===== src/rtl/if_fetch_bht.sv =====
// Instruction-fetch stage with a 2-bit saturating-counter branch predictor.
// Drives the IMEM address, captures the word into IF/ID and picks the next PC.
module if_fetch_bht #(
    parameter logic [31:0] RESET_PC    = 32'h0,
    parameter int          BHT_ENTRIES = 16
) (
    input  logic        clk_i,
    input  logic        rst_ni,
    output logic [31:0] pc_o,
    input  logic [31:0] instr_i,
    input  logic        stall_i,
    input  logic        ex_update_i,
    input  logic [31:0] ex_pc_i,
    input  logic        ex_taken_i,
    input  logic        ex_redirect_i,
    input  logic [31:0] ex_target_i,
    output logic        if_valid_o,
    output logic [31:0] if_pc_o,
    output logic [31:0] if_instr_o,
    output logic        if_pred_o
);

    localparam int         IDX_W = $clog2(BHT_ENTRIES);
    localparam logic [6:0] OP_BR = 7'b1100011;

    logic [31:0]      r_pc;
    logic             r_valid;
    logic [31:0]      r_if_pc;
    logic [31:0]      r_if_instr;
    logic             r_if_pred;
    logic [1:0]       r_cnt [BHT_ENTRIES];

    logic [IDX_W-1:0] w_idx;
    logic [IDX_W-1:0] w_upd_idx;
    logic             w_is_br;
    logic             w_pred;
    logic [31:0]      w_imm_b;
    logic [31:0]      w_npc;
    logic [1:0]       w_upd_cnt;
    logic             w_unused;

    assign w_idx     = r_pc[IDX_W+1:2];
    assign w_upd_idx = ex_pc_i[IDX_W+1:2];
    assign w_is_br   = (instr_i[6:0] == OP_BR);
    assign w_imm_b   = {{19{instr_i[31]}}, instr_i[31], instr_i[7],
                        instr_i[30:25], instr_i[11:8], 1'b0};
    assign w_pred    = w_is_br & r_cnt[w_idx][1];
    assign w_npc     = w_pred ? (r_pc + w_imm_b) : (r_pc + 32'd4);
    assign w_unused  = ^{ex_pc_i[31:IDX_W+2], ex_pc_i[1:0]};

    // Saturating step toward the resolved outcome
    always_comb begin
        w_upd_cnt = r_cnt[w_upd_idx];
        if (ex_taken_i && r_cnt[w_upd_idx] != 2'b11)
            w_upd_cnt = r_cnt[w_upd_idx] + 2'b01;
        else if (!ex_taken_i && r_cnt[w_upd_idx] != 2'b00)
            w_upd_cnt = r_cnt[w_upd_idx] - 2'b01;
    end

    always_ff @(posedge clk_i or negedge rst_ni) begin
        if (!rst_ni) begin
            for (int i = 0; i < BHT_ENTRIES; i++)
                r_cnt[i] <= 2'b01;
        end else if (ex_update_i) begin
            r_cnt[w_upd_idx] <= w_upd_cnt;
        end
    end

    // Redirect beats stall; the word fetched this cycle is dropped
    always_ff @(posedge clk_i or negedge rst_ni) begin
        if (!rst_ni) begin
            r_pc       <= RESET_PC;
            r_valid    <= 1'b0;
            r_if_pc    <= 32'h0;
            r_if_instr <= 32'h0;
            r_if_pred  <= 1'b0;
        end else if (ex_redirect_i) begin
            r_pc    <= ex_target_i;
            r_valid <= 1'b0;
        end else if (!stall_i) begin
            r_pc       <= w_npc;
            r_valid    <= 1'b1;
            r_if_pc    <= r_pc;
            r_if_instr <= instr_i;
            r_if_pred  <= w_pred;
        end
    end

    assign pc_o       = r_pc;
    assign if_valid_o = r_valid;
    assign if_pc_o    = r_if_pc;
    assign if_instr_o = r_if_instr;
    assign if_pred_o  = r_if_pred;

endmodule


===== config.mk =====
export PLATFORM = sky130hd
export DESIGN_NAME = if_fetch_bht
export DESIGN_NICKNAME = d
export VERILOG_FILES = /design/src/rtl/if_fetch_bht.sv
export SDC_FILE = /design/constraint.sdc
export NUM_CORES = 1
export LEC_CHECK = 0
export ABC_AREA = 1
export BUFFER_PORTS_ARGS = -buffer_cell sky130_fd_sc_hd__buf_2
export CORE_MARGIN = 3
export CORE_UTILIZATION = 35
export DETAILED_ROUTE_END_ITERATION = 8
export SLEW_MARGIN = 20
export SYNTH_ARGS = -nofsm -noshare
export SYNTH_HDL_FRONTEND = slang
export SYNTH_SLANG_ARGS = --single-unit
export TNS_END_PERCENT = 30

===== constraint.sdc =====
create_clock -name clk_i -period 4.09 [get_ports clk_i]
set_clock_uncertainty 0.1 [all_clocks]
set_input_delay 0.818 -clock clk_i [delete_from_list [all_inputs] [get_ports clk_i]]
set_output_delay 0.818 -clock clk_i [all_outputs]
set_load 0.02 [all_outputs]

==> impl_summary.txt <==
----------------------------------------------------
[Critical path]
  Maximum fanout encountered on the critical timing path ... 18
  Data arrival time of the critical path ... between 3 and 4 ns
  Depth of the worst register-to-register path ... 11
  Delay of the slowest cell on the worst path ... 0.74 ns
  CP Launch Type ... register
  Crit. Startpoint ... pc_o[2]
  Cell class contributing the biggest share of worst-path delay ... simple AND/OR/NAND/NOR gates
  Worst setup path endpoint ... pc_o[17]
  Critical R2R Capture ... pc_o[17]
  R2R Path Start ... pc_o[2]
  Crit path capture type ... register
  Type of the worst setup path ... reg2reg
  Total stage count of the critical path ... 11
  FF-to-FF setup slack ... 1.10 ns
  Required time worst endpoint ... 4.30 ns
  Slowest CP cell ... sky130_fd_sc_hd__dfrtp_1
  Library cell appearing most often on the critical path ... sky130_fd_sc_hd__nand3_1
  WP buf/inv ... 2
  Crit-path cells ... inv_1 -> fa_1 -> inv_1 -> nand3_1 -> nand3_1 -> a21oi_1 -> or2_2 -> nand3_1 -> nand3_1 -> nand2_1 -> nand3_1

[Floorplan]
  Height of the chip ... 168 um
  Die Wd ... 168 um
  Die ar. ... 28100 sq um
  Initial core utilization ... 35.9%
  Placement row count ... 58
  I/O Pins ... 200
  Area of the core ... 25400 sq um

[Synthesis]
  Mapped Cells ... 1417
  Synth Flop Type ... sky130_fd_sc_hd__dfrtp_1
  Number of warnings issued by yosys ... 0
  Cell type contributing the most total cell area after synthesis ... sky130_fd_sc_hd__dfrtp_1
  Most numerous cell types in the synthesized netlist ... 599 x sky130_fd_sc_hd__nand2_1, 204 x sky130_fd_sc_hd__inv_1, 114 x sky130_fd_sc_hd__dfrtp_1
  Cell with the most instances after synthesis ... sky130_fd_sc_hd__nand2_1
  Average cell area after synthesis ... 6.44 sq um
  Post-synth net total ... 1553
  Total of flip-flops plus latches after synthesis ... 130
  Count of flip-flops with a built-in enable after synthesis ... 0
  Synth async-reset ratio ... 100%
  Fraction of synthesized cell area taken by the top area cell type ... between 30% and 40%
  Portion of the post-synthesis area used by sequential elements ... a little over a third
  Top post-synthesis cells by area ... sky130_fd_sc_hd__dfrtp_1 31%, sky130_fd_sc_hd__nand2_1 25%, sky130_fd_sc_hd__inv_1 8.4%
  Distinct cells, synth ... 39
  Synthesized area ... just over 9000 sq um

[CTS]
  Clock slew at reported path FFs ... ~0.060 ns
  Root buffer selected by CTS ... sky130_fd_sc_hd__clkbuf_16
  Clock sink count ... 130
  Worst-skew pair later-pin latency ... 0.44 ns
  Maximum buffer depth of the clock tree ... 2
  TritonCTS clock tree ... built
  Number of H-tree levels ... 4
  Hold bufs inserted after CTS ... 0
  TritonCTS Buffers ... 17
  Post-cts sizing count ... 0
  Buffers inserted during post-CTS setup optimization ... 0

[Finish]
  Post-route standard cell area excluding fillers ... 10900 sq um
  Diodes inserted ... 0
  Proportion of layout cells with a drive suffix above 1 ... 15.5%
  Non-filler instance count after layout ... 1925
  Final cell utilization of the core ... between 40% and 50%
  Syn-to-layout area delta ... 19.8%
  Net count of the finished layout ... 1718

[STA]
  Highest Clock Rate ... roughly 330 MHz
  Unrepaired setup endpoints after global routing ... false
  Pins over their slew limit ... 0
  Final hold slack ... 0.364 ns
  Slew at the pin closest to its max-slew limit ... 0.947 ns
  Slack of the critical path ... 1.10 ns
  Minimum clock period after layout ... approximately 3 ns
  Setup TNS Final ... 0 ns
  Final setup violation count ... 0
  Hold violation total from the final report ... 0
  Period Utilization, post-route ... about 73%
  Relative max-transition margin ... around 37%

[Pwr]
  Post-layout power ... 4.88 mW
  Power Density ... 446 nW/um^2
  Static leakage power ... ~6.1 nW
  Worst IR Drop VDD ... 0.205 mV

[Placed design]
  Number of placed instances, taps included ... 1893
  Number of port buffers ... 171
  Setup WS pre-CTS ... 0.705 ns
  Last weighted congestion value of the routability-driven placer ... 0.956
  Instance area after placement ... a little over 10000 sq um
  Dpl hpwl ... roughly 23 mm

[Routing]
  Count of vias placed by the detailed router ... 9372
  Post-route ant nets ... 0
  Detailed Route Iter0 Violations ... 798
  Drt first pass iters ... 8
  Number of remaining DRC errors ... 0
  Sum of routed wire length over all layers ... 30.3 mm
  Mean number of vias per cell ... 4.87
  Mean routed wirelength per cell ... around 16 um

[GRT]
  Pin count of the biggest net entering global routing ... 99
  Total global routing track utilization ... a little over a fifth
  Aggregate global routing overflow ... 0
  Wire length of the first global-routing pass ... 47.9 mm
  Initial antenna violation count ... 0
  Vias in the first global route ... 8664

[Worst hold path]
  Hold Crit Class ... in2async

[Status]
  Outcome ... complete, no violations

[Flow run]
  Number of violations of the max-capacitance limit ... 0

----------------------------------------------------
[worst reg2reg max path: cells and delay by family, from the launching register on]
family	cells	cell delay, ns
and+or+nand+nor	7	0.90
DFF	1	0.74
adders and majority gates	1	0.51
buffers and inverters	2	0.46
AOI/OAI and AO/OA	1	0.15
[cells by family (layout without fill, tap and decap cells)]
| family | after synthesis | count (layout) | share of synthesized area (%) |
|---|---|---|---|
| flip-flops | 130 | 130 | 35.9 |
| XOR/XNOR | 29 | 29 | 2.99 |
| adder cells (fa/ha/maj) | 34 | 34 | 4.74 |
| buffers and inverters | 239 | 417 | 10.3 |
| AND/OR/NAND/NOR | 853 | 853 | 37.9 |
| AO/OA/AOI/OAI | 132 | 132 | 8.28 |
[state kept, by name, summed over array words and instances, names as in the netlist]
signal,flops
if_pred_o,1
pc_o,32
if_valid_o,1
r_cnt,32
if_instr_o,32
if_pc_o,32
[how the worst min path moves through the flow]
stage,from,slack (ns),endpoint
floorplan,r_cnt[12],0.35,r_cnt[12]
global placement,if_pc_o[1],0.35,if_pc_o[1]
detailed placement,if_instr_o[18],0.35,if_instr_o[18]
CTS,if_instr_o[18],0.37,if_instr_o[18]
global route,r_cnt[4],0.38,r_cnt[4]
finish,rst_ni,0.36,if_pc_o[23]
[report_power, final]
part           switching, mW  internal [mW]  total, mW
registers              0.224           1.57       1.79
logic                  0.968          0.483       1.45
clock network          0.625           1.01       1.64
total                   1.82           3.06       4.88
[per-layer routing]
layer	share of wire [%]	track usage, %	wire [um]
met2	41	30.6	12400
met1	50	33.5	15000
met4	2.2	6.51	680
met5	0	0	0
met3	7.4	3.56	2240
[final cells by class]
type	count	area (sq um)
clock buffers	21	470
inverters	205	769
clock inverters	11	151
repair buffers	180	930
flip-flops and latches	130	3270
multi-input cells	1048	4930
fillers	2747	14500
well taps	330	413
[cell usage in the layout (no fill, tap or decap), drive strengths merged, types with 9 or more instances in the layout]
master,count
nand2,603
inv,207
buf,180
dfrtp,114
nor2,110
nand3,98
o21ai,72
ha,33
a21oi,28
clkbuf,21
xor2,20
dfstp,16
nand4,14
nor3,13
o21bai,11
a22oi,10
xnor2,9
Note: power is estimated with default switching activity, not from simulation.
